==> config.mk <==
export PLATFORM = sky130hd
export DESIGN_NAME = vga_timing_gen
export DESIGN_NICKNAME = d
export VERILOG_FILES = /design/src/rtl/vga_pkg.sv /design/src/rtl/vga_axis_counter.sv /design/src/rtl/vga_timing_gen.sv
export SDC_FILE = /design/constraint.sdc
export NUM_CORES = 1
export LEC_CHECK = 0
export BUFFER_PORTS_ARGS = -buffer_cell sky130_fd_sc_hd__buf_2
export CAP_MARGIN = 20
export CORE_MARGIN = 1.5
export CORE_UTILIZATION = 54
export CTS_CLUSTER_DIAMETER = 40
export DETAILED_ROUTE_END_ITERATION = 10
export PLACE_DENSITY = 0.86
export SLEW_MARGIN = 20
export SYNTH_ARGS = -nofsm -noshare
export SYNTH_HDL_FRONTEND = slang
export SYNTH_SLANG_ARGS = --single-unit
==> constraint.sdc <==
create_clock -name clk -period 3.57 [get_ports clk]
set_clock_uncertainty 0.2 [all_clocks]
set_input_delay 0.357 -clock clk [delete_from_list [all_inputs] [get_ports clk]]
set_output_delay 0.357 -clock clk [all_outputs]
set_load 0.1 [all_outputs]
==> src/rtl/vga_pkg.sv <==
// Shared 640x480@60 timing constants and coordinate widths for the VGA path.
package vga_pkg;
  localparam int X_W = 11;
  localparam int Y_W = 10;

  localparam int VGA_H_ACTIVE = 640;
  localparam int VGA_H_FP     = 16;
  localparam int VGA_H_SYNC   = 96;
  localparam int VGA_H_BP     = 48;
  localparam int VGA_H_TOTAL  = VGA_H_ACTIVE + VGA_H_FP + VGA_H_SYNC + VGA_H_BP;

  localparam int VGA_V_ACTIVE = 480;
  localparam int VGA_V_FP     = 10;
  localparam int VGA_V_SYNC   = 2;
  localparam int VGA_V_BP     = 33;
  localparam int VGA_V_TOTAL  = VGA_V_ACTIVE + VGA_V_FP + VGA_V_SYNC + VGA_V_BP;

  localparam int VGA_PIX_PER_WORD = 2;
endpackage

==> src/rtl/vga_axis_counter.sv <==
// One timing axis: wrapping counter plus registered active/sync decodes,
// decoded from the next-state count so they line up with cnt.
module vga_axis_counter #(
  parameter int W      = 11,
  parameter int ACTIVE = 640,
  parameter int FP     = 16,
  parameter int SYNC   = 96,
  parameter int BP     = 48
) (
  input  logic         clk,
  input  logic         reset,
  input  logic         ce,
  input  logic [W-1:0] reset_cnt,
  output logic [W-1:0] cnt,
  output logic         wrap,
  output logic         active,
  output logic         sync_active
);
  localparam int TOTAL = ACTIVE + FP + SYNC + BP;
  localparam logic [W-1:0] LAST    = W'(TOTAL - 1);
  localparam logic [W-1:0] ACT     = W'(ACTIVE);
  localparam logic [W-1:0] SYNC_LO = W'(ACTIVE + FP);
  localparam logic [W-1:0] SYNC_HI = W'(ACTIVE + FP + SYNC);

  logic [W-1:0] nxt;
  logic [W-1:0] ld;

  assign wrap = ce && (cnt == LAST);

  always_comb begin
    nxt = cnt;
    if (ce) nxt = (cnt == LAST) ? '0 : cnt + 1'b1;
    ld = reset ? reset_cnt : nxt;
  end

  always_ff @(posedge clk) begin
    cnt         <= ld;
    active      <= (ld < ACT);
    sync_active <= (ld >= SYNC_LO) && (ld < SYNC_HI);
  end
endmodule

==> src/rtl/vga_timing_gen.sv <==
// VGA pixel timing: syncs, display enable, coordinates and the fetch-address
// strobes for the downstream frame-buffer address controller.
module vga_timing_gen
  import vga_pkg::*;
#(
  parameter int H_ACTIVE     = VGA_H_ACTIVE,
  parameter int H_FP         = VGA_H_FP,
  parameter int H_SYNC       = VGA_H_SYNC,
  parameter int H_BP         = VGA_H_BP,
  parameter int V_ACTIVE     = VGA_V_ACTIVE,
  parameter int V_FP         = VGA_V_FP,
  parameter int V_SYNC       = VGA_V_SYNC,
  parameter int V_BP         = VGA_V_BP,
  parameter int PIX_PER_WORD = VGA_PIX_PER_WORD,
  parameter bit HSYNC_POL    = 1'b0,
  parameter bit VSYNC_POL    = 1'b0
) (
  input  logic           clk,
  input  logic           reset,
  input  logic           pix_ce,
  output logic           hsync,
  output logic           vsync,
  output logic           de,
  output logic [X_W-1:0] x,
  output logic [Y_W-1:0] y,
  output logic           next_addr,
  output logic           reset_addr,
  output logic           frame_start
);
  localparam int H_TOTAL = H_ACTIVE + H_FP + H_SYNC + H_BP;
  localparam int V_TOTAL = V_ACTIVE + V_FP + V_SYNC + V_BP;
  localparam logic [X_W-1:0] WORD_LAST = X_W'(PIX_PER_WORD - 1);
  localparam logic [Y_W-1:0] V_LAST_ACT = Y_W'(V_ACTIVE - 1);

  if (H_TOTAL > 2048 || V_TOTAL > 1024) begin : g_bad_total
    $error("vga_timing_gen: H_TOTAL/V_TOTAL exceed coordinate width");
  end
  if (!(PIX_PER_WORD == 1 || PIX_PER_WORD == 2 || PIX_PER_WORD == 4) ||
      (H_ACTIVE % PIX_PER_WORD) != 0) begin : g_bad_ppw
    $error("vga_timing_gen: PIX_PER_WORD must be 1/2/4 and divide H_ACTIVE");
  end

  logic h_wrap, h_act, h_sync;
  logic v_wrap, v_act, v_sync;
  logic frame_ra;
  logic rst_seen;

  vga_axis_counter #(.W(X_W), .ACTIVE(H_ACTIVE), .FP(H_FP), .SYNC(H_SYNC), .BP(H_BP)) u_h (
    .clk(clk), .reset(reset), .ce(pix_ce), .reset_cnt('0),
    .cnt(x), .wrap(h_wrap), .active(h_act), .sync_active(h_sync)
  );

  vga_axis_counter #(.W(Y_W), .ACTIVE(V_ACTIVE), .FP(V_FP), .SYNC(V_SYNC), .BP(V_BP)) u_v (
    .clk(clk), .reset(reset), .ce(h_wrap), .reset_cnt(Y_W'(V_ACTIVE)),
    .cnt(y), .wrap(v_wrap), .active(v_act), .sync_active(v_sync)
  );

  assign de    = h_act & v_act;
  assign hsync = h_sync ? HSYNC_POL : ~HSYNC_POL;
  assign vsync = v_sync ? VSYNC_POL : ~VSYNC_POL;

  always_ff @(posedge clk) begin
    if (reset) begin
      next_addr   <= 1'b0;
      frame_ra    <= 1'b0;
      frame_start <= 1'b0;
      rst_seen    <= 1'b1;
    end else begin
      // current x/de describe the pixel leaving display on this pix_ce edge
      next_addr   <= pix_ce && de && ((x & WORD_LAST) == WORD_LAST);
      frame_ra    <= h_wrap && (y == V_LAST_ACT);
      frame_start <= v_wrap;
      rst_seen    <= 1'b0;
    end
  end

  // post-reset rewind shows up in the first cycle reset is low, before any edge
  assign reset_addr = (rst_seen && !reset) || frame_ra;
endmodule

# == After elaboration in Yosys (flattened, before gate mapping) ==
# Index checks and enable logic that the tools add are counted.
# totals
register_bits,29
latch_bits,0
ramBits,0
rom_bits,0
output_inout_bits,27
word_cells,41
n_memories,0
# classes
n_addsub,2
n_mul,0
div_mod_pow,0
order_cmp,6
eq_ne,3
n_shift,0
muxes,9
n_bitwise,1
reduce_logical,10
# op_table
operator,n
$mux W11,3
$mux W10,3
$lt A11 B10 Y1 const B,2
$lt A10 B9 Y1 const B,2
$add A11 B1 Y11 const B,1
$eq A11 B10 Y1 const B,1
$ge A11 B10 Y1 const B,1
$add A10 B1 Y10 const B,1
$eq A10 B10 Y1 const B,1
$eq A10 B9 Y1 const B,1
$ge A10 B9 Y1 const B,1
$logic_and A1 B1 Y1,8
$mux W1,3
$and A1 B1 Y1,1
$logic_not A1 Y1,1
$logic_or A1 B1 Y1,1

# == Depth between registers and ports, before layout ==
# Gate-level depths: netlist of run 1.
# depth
depth_word,6
depth_mapped,8
depth_no_buf,6

# == Modules after synthesis ==
# From an unflattened synthesis of run 1, not the netlist that was laid out.
# unflattened
hier_cells,199
hier_area_um2,1650.3
# by_module_without_submodules
mod,n_inst,cells_each,area_per_inst_um2,seq_area_each_um2
vga_axis_counter at u_h,1,98,793.3,260.2
vga_axis_counter at u_v,1,84,690.7,240.2
vga_timing_gen,1,17,166.4,80.1

# == Worst setup path after synthesis of run 1 ==
# OpenSTA, ideal clock, no wires.
# synth_timing
kind,register to register
start,reg u_h.cnt[0]
end,reg u_v.sync_active
arrival_ps,3125
setup_slack_ps,142
stages_incl_launch_ff,7
n_path_buf,0
path_cell_list,dfxtp_1 -> ha_1 -> nand2_1 -> or4_4 -> or4_4 -> a221o_1 -> a2111oi_2
# synth_between
elab_chain_len,6
word_cells_on_any_way,7
cone_classes,order compare: 2; eq/ne: 1; mux: 2; reduce/logical: 2
# synth_lines
item,line,rtl
"start, declared",vga_axis_counter.sv:14,"output logic [W-1:0] cnt,"
"start signal, assigned",vga_axis_counter.sv:37,cnt <= ld;
$eq A11 B10 Y1 *,vga_axis_counter.sv:28,assign wrap = ce && (cnt == LAST);
$logic_and A1 B1 Y1 *,vga_axis_counter.sv:28,
$mux W10 *,vga_axis_counter.sv:32,if (ce) nxt = (cnt == LAST) ? '0 : cnt + 1'b1;
$mux W10 *,vga_axis_counter.sv:33,ld = reset ? reset_cnt : nxt;
$ge A10 B9 Y1 or $lt A10 B9 Y1 (tied branches),vga_axis_counter.sv:39,sync_active <= (ld >= SYNC_LO) && (ld < SYNC_HI);
$logic_and A1 B1 Y1 *,vga_axis_counter.sv:39,
"end signal, assigned",vga_axis_counter.sv:39,
"end, declared",vga_axis_counter.sv:17,output logic sync_active
# Every way passes the cells marked *; elsewhere a longest branch is shown, timed or not.
# A chain may end at the register's enable or synchronous reset.

# == Worst setup path after layout of run 1 ==
# Ends and elaborated chain as after synthesis.

==> impl_metrics.tcl, run 1 <==
set metrics [dict create \
    place_inst 226 \
    grt_use_met1_pct 29.48 \
    grt_max_degree 13 \
    syn_to_final_growth_pct 12.70 \
    crit_top_cell "or4_4" \
    fp-row-count 19 \
    required_ns 3.60 \
    globalRouteOverflowTotal 0 \
    synth_xor_area_share_pct 5.700 \
    status "complete, no violations" \
    use_met2_pct 32.94 \
    multi_input_area_um2 844.6 \
    critPathBufInv 0 \
    drv_slew 0 \
    powerDensity_mw_per_mm2 376.4 \
    register_area_um2 580.6 \
    ir_worst_vdd_mv 0.3706 \
    vias 1401 \
    crit_fanout 12 \
    use_met3_pct 7.143 \
    syn_area_per_cell_um2 8.830 \
    muxShareOfSynthArea_pct 2.036 \
    io_buffers 29 \
    synth_seq_cells 29 \
    cp_cell_sequence "ha_1 -> nand2_1 -> or4_4 -> or4_4 -> a221o_1 -> a2111oi_2" \
    cts_root_buf "clkbuf_4" \
    finalHoldViolCount 0 \
    first_pass_iters 5 \
    die_area_mm2 0.003174 \
    cp.arrival_ns 3.30 \
    initial_utilization_pct 56.20 \
    drt-wirelength-per-cell_um 14.09 \
    synthTopCellsByCount "dfxtp_1 (29), nand2_1 (16), nor2_1 (13)" \
    finalSetupViolCount 0 \
    crit_family "simple AND/OR/NAND/NOR gates" \
    totalNegativeSetupSlack_ns 0 \
    synth_largest_area_cell "dfxtp_1" \
    max_cap_violations 0 \
    synth_edf_count 0 \
    final_nets 208 \
    critPathMaxStageDelay_ns 0.64 \
    ys.flop_type "dfxtp_1" \
    rsz0062_at_grt "false" \
    drtIter0Drc 80 \
    clk_pin_slew_ns 0.10 \
    place_area_mm2 0.001647 \
    p_leak_nw 0.7177 \
    synth_top_area_share_pct 37.79 \
    grt_pass1_vias 1235 \
    yosys_warnings 0 \
    syn_nets 180 \
    fin_util_pct 63.34 \
    antenna_cells 0 \
    synthesis.instances 174 \
    antenna_found_initial 0 \
    die_h_um 56.34 \
    final_cells 234 \
    core-area_mm2 0.002734 \
    synth_top_family_by_area "simple AND/OR/NAND/NOR gates" \
    synthAdderAreaFrac_pct 2.443 \
    yosys.cell_types.count 50 \
    hold_class "primary input to flip-flop" \
    die_x_um 56.34 \
    routed_wl_um 3297 \
    ios 30 \
    slew_headroom_pct 52.81 \
    postCtsHoldBufs 0 \
    fill_cells 231 \
    cp_slowest_cell "or4_4" \
    synth_simple_gate_area_share_pct 31.03 \
    ys_seq_area_share_pct 37.79 \
    fmax_mhz 306.0 \
    cts_num_sinks 29 \
    clock_latency_ns 0.34 \
    dp_hpwl_um 2387 \
    cts_buffer_depth 2 \
    synth-async-reset-ratio_pct 0 \
    htreeDepth 2 \
    cts_tree "done" \
    yosys-top-cells-area "dfxtp_1 (38%), nand2_1 (3.9%), nand4_1 (3.3%)" \
    globalplace.congestion 0.8383 \
    worstSetupPathType "flip-flop to flip-flop" \
    grt_pass1_wl_um 5492 \
    ctsResizeCount 0 \
    gr-max-usage-layer "met2" \
    drcViolationCount 0 \
    gr-usage-all-layers_pct 22.11 \
    synth-compound-area-share_pct 13.76 \
    yosysMostFrequentCell "dfxtp_1" \
    worst_pin_slew_ns 0.7014 \
    cts_inserted_buffers 5 \
    period_needed_ns 3.268 \
    fin_crit_sh_pct 91.55 \
    postLayoutCellArea_mm2 0.001732 \
    cts_setup_buffers 0 \
    worstSetupStartpointType "flip-flop" \
    syn_area_mm2 0.001536 \
    via_per_inst 5.987 \
    antenna_left 0 \
    end_kind "flip-flop" \
    drive_gt1_share_pct 23.15 \
]
power breakdown:
group,internal [mW],switching (mW)
Combinational,0.00737,0.0346
Clock,0.167,0.112
Sequential,0.326,0.00428
Total,0.501,0.151
cell usage in the layout (no fill, tap or decap), types with 2 or more instances in the layout:
cell      count
clkbuf_4      5
xnor2_1       5
and4_1        2
o211a_1       2
o211ai_1      3
nand3_1       5
nor2_1       13
a21oi_1       6
a21o_1        3
and3_1        4
nand2_1      16
nor3_1        7
or4_4         3
and4_2        2
dfxtp_1      29
nand4_1       8
buf_2        29
inv_1        10
ha_1          3
nor4_1        6
and2_1        2
a31oi_1       3
o21ai_0       4
or4_1         2
mux2i_1       2
xor2_1        5
flip-flops by register name, summed over array words and instances, names as in the netlist:
register         count
u_h.cnt             11
u_v.cnt             10
frame_ra             1
frame_start          1
next_addr            1
rst_seen             1
u_h.active           1
u_h.sync_active      1
u_v.active           1
u_v.sync_active      1
stage by stage:
| step | hold WS [ns] | worst slack (ns) | total power, mW |
|---|---|---|---|
| after global routing | 0.05792 | 0.1472 | 0.6719 |
| final | 0.07745 | 0.3016 | 0.6518 |
| after detailed placement | 0.3277 | 0.3541 | 0.3800 |
| after floorplan | 0.1847 | 0.1417 | 0.3745 |
| after CTS | 0.06802 | 0.3168 | 0.6555 |
| after global placement | 0.3232 | 0.4793 | 0.3791 |
worst reg2reg max path, delay by kind of cell, from the launching register on:
family / cells / cell delay (ns)
AND/OR/NAND/NOR: 3 / 1.38
AO/OA/AOI/OAI: 2 / 0.70
flip-flops: 1 / 0.46
adder cells (fa/ha/maj): 1 / 0.41
cell type report:
type                    count  share of cell area [%]
multi-input cells         127                   48.77
inverters                  10                   2.168
flip-flops and latches     29                   33.53
clock inverters             1                   1.734
clock buffers               7                   3.179
repair buffers             29                   8.381
well taps                  31                   2.240
kinds of logic (layout without fill, tap and decap cells):
logic type / Yosys count / after routing
buffers and inverters: 18 / 47
adders and majority gates: 3 / 3
muxes: 3 / 3
DFF: 29 / 29
xor gates and xnor gates: 10 / 10
and+or+nand+nor: 82 / 82
AOI/OAI and AO/OA: 29 / 29
worst paths after layout:
kind	from	to	slack, ns	cells after the start
setup reg to reg	u_h.cnt[0]	u_v.sync_active	0.30	6
hold reg to reg	u_v.cnt[3]	u_v.cnt[3]	0.35	2
setup / recovery	u_h.cnt[0]	u_v.sync_active	0.30	6
hold / removal	reset	rst_seen	0.08	1
layer usage:
| metal | routed length, um | vias up |
|---|---|---|
| met2 | 1486 | 55 |
| li1 | - | 694 |
| met3 | 260 | 8 |
| met5 | 0 | - |
| met1 | 1488 | 644 |
| met4 | 61 | 0 |
Power figures use the tool's default switching activity.
==> run 2, diff against run 1 <==
- CORE_UTILIZATION: 54 -> 55
- PLACE_DENSITY: 0.86 -> 0.81
- SKIP_LAST_GASP: not set -> 1
- SYNTH_HIERARCHICAL: not set -> 1
==> impl_metrics.tcl, run 2 <==
set metrics [dict create \
    rrSetupSlack_ns 0.26 \
    syn_area_mm2 0.001650 \
    hold_depth 2 \
    yosysMostFrequentCell "dfxtp_1" \
    crit_family "simple AND/OR/NAND/NOR gates" \
    antenna_found_initial 0 \
    ys_seq_area_share_pct 35.18 \
    first_pass_iters 7 \
    reg2regPathDepth 9 \
    worstSetupPathType "flip-flop to flip-flop" \
    largest_register "u_h/cnt" \
    synth_top_area_share_pct 35.18 \
    die_h_um 57.78 \
    postCtsHoldBufs 0 \
    worst_slack_ns 0.2607 \
    p_leak_nw 0.8678 \
    syn_area_per_cell_um2 8.293 \
    clk_pin_slew_ns 0.10 \
    drt-wirelength-per-cell_um 12.36 \
    crit_fanout 9 \
    dp_hpwl_um 2583 \
    grt_pass1_vias 1296 \
    antenna_left 0 \
    min_to "next_addr" \
    fin_crit_sh_pct 92.70 \
    ctsResizeCount 0 \
    reg_top3 "u_h/cnt x11, u_v/cnt x10" \
    drv_slew 0 \
    cts_inserted_buffers 5 \
    max_cap_violations 0 \
    routed_wl_um 3585 \
    violations "design-rule violations" \
    synth_edf_count 0 \
    synth_seq_cells 29 \
    yosys_warnings 6 \
    drive_gt1_share_pct 23.94 \
    slew_headroom_pct 55.62 \
    antenna_cells 0 \
    htreeDepth 2 \
    synthTopCellsByCount "dfxtp_1 (29), nand2_1 (25), inv_1 (12), o21ai_0 (12), nand4_1 (11)" \
    register_area_um2 593.1 \
    rsz0062_at_grt "false" \
    ir_worst_vdd_mv 0.2465 \
    cp_slowest_cell "or4b_4" \
    io_buffers 29 \
    multi_input_area_mm2 0.001094 \
    initial_utilization_pct 58.83 \
    final_nets 264 \
    die_area_mm2 0.003338 \
    synth_largest_area_cell "dfxtp_1" \
    grt_pass1_wl_um 5823 \
    synth-async-reset-ratio_pct 0 \
    synthesis.instances 199 \
    min_from "pix_ce" \
    clock_latency_ns 0.33 \
    required_ns 3.59 \
    via_per_inst 5.255 \
    fill_cells 238 \
    die_x_um 57.78 \
    cts_setup_buffers 0 \
    drcViolationCount 4 \
    fp-row-count 19 \
    finalSetupViolCount 0 \
    r2r-start "u_h/cnt[6]" \
    vias 1524 \
    period_needed_ns 3.309 \
    yosys.cell_types.count 56 \
    totalNegativeSetupSlack_ns 0 \
    r2r_end "u_v/sync_active" \
    ys.flop_type "dfxtp_1" \
    worst_pin_slew_ns 0.6657 \
    core-area_mm2 0.002805 \
    place_ws_ns 0.3140 \
    layout_commonest_cell "conb_1" \
    status "complete, but fails checks" \
    critPathMaxStageDelay_ns 0.56 \
    fmax_mhz 302.2 \
    yosys-top-cells-area "dfxtp_1 (35%), nand2_1 (5.7%), xnor2_1 (4.8%)" \
    gr-usage-all-layers_pct 22.81 \
    hold_class "primary input to flip-flop" \
    globalplace.congestion 0.8766 \
    critPathBufInv 1 \
    finalHoldViolCount 0 \
    cts_num_sinks 29 \
    cts_buffer_depth 2 \
    end_kind "flip-flop" \
    ios 30 \
    syn_to_final_growth_pct 20.39 \
    largest_reg_flops 11 \
    cp_cell_sequence "or4b_4 -> or4_1 -> nor2_1 -> buf_4 -> nand4_1 -> nor4_1 -> xnor2_1 -> o31ai_1 -> nor4_2" \
    globalRouteOverflowTotal 0 \
    grt_max_degree 44 \
    cts_tree "done" \
    powerDensity_mw_per_mm2 461.9 \
    worstSetupStartpointType "flip-flop" \
    final_cell_mix "conb_1 (32), buf_2 (29), nand2_1 (25), dfxtp_1 (21)" \
    place_area_mm2 0.001933 \
    postLayoutCellArea_mm2 0.001987 \
    drtIter0Drc 112 \
    cp.arrival_ns 3.33 \
    cts_root_buf "clkbuf_4" \
    timing.hold.ws_ns 0.1834 \
]
[run 2: cells by family after synthesis]
family                   count (synthesis)  synth area share [%]
other                                    2                0.4551
XOR/XNOR                                13                 6.899
multiplexers                             2                 1.365
buffers and inverters                   22                 5.383
adder cells (fa/ha/maj)                  3                 2.275
AO/OA/AOI/OAI                           42                 18.35
AND/OR/NAND/NOR                         86                 30.10
flip-flops                              29                 35.18
[run 2: area by class of cell]
type | instances | area share (%)
Multi-Input combinational cell | 178 | 55.04
Sequential cell | 29 | 29.85
Inverter | 14 | 2.771
Clock inverter | 3 | 0.8186
Tap cell | 31 | 1.952
Clock buffer | 5 | 1.889
Timing Repair Buffer | 30 | 7.683
[run 2: worst register-to-register path, cell delays in order (launching register included)]
cell	delay (ns)
dfxtp_2	0.36
or4b_4	0.56
or4_1	0.56
nor2_1	0.17
buf_4	0.18
nand4_1	0.16
nor4_1	0.33
xnor2_1	0.13
o31ai_1	0.43
nor4_2	0.10
[run 2: how the worst max path moves through the flow]
stage,startpoint,to,depth (start not counted)
2_1_floorplan,u_h/cnt[8],u_v/sync_active,9
3_3_place_gp,u_h/cnt[6],u_v/sync_active,8
3_5_place_dp,u_h/cnt[6],u_v/sync_active,8
4_1_cts,u_h/cnt[6],u_v/sync_active,9
5_1_grt,u_h/cnt[6],u_v/active,9
6_report,u_h/cnt[6],u_v/sync_active,9
[run 2: per-layer routing]
| layer | GRT usage, % | up-vias | wire length, um |
|---|---|---|---|
| met4 | 10.63 | 0 | 73 |
| met2 | 31.49 | 47 | 1462 |
| met5 | 0 | - | 0 |
| li1 | - | 805 | - |
| met1 | 33.52 | 664 | 1818 |
| met3 | 5.134 | 8 | 230 |
[run 2: metrics by stage]
step                      std cells  utilization (%)  total power [mW]
after floorplan                 229                -            0.6763
after global placement          282            68.91            0.7241
after detailed placement        282            68.91            0.7256
after CTS                       290            70.83            0.9203
after global routing            290            70.83            0.9571
final                           290            70.83            0.9177
[run 2: report_power, final]
part | switching, mW | leakage [nW] | internal [mW]
Clock | 0.121 | 0.0353 | 0.0747
Combinational | 0.261 | 0.589 | 0.0658
Sequential | 0.0411 | 0.243 | 0.354
Total | 0.424 | 0.868 | 0.494
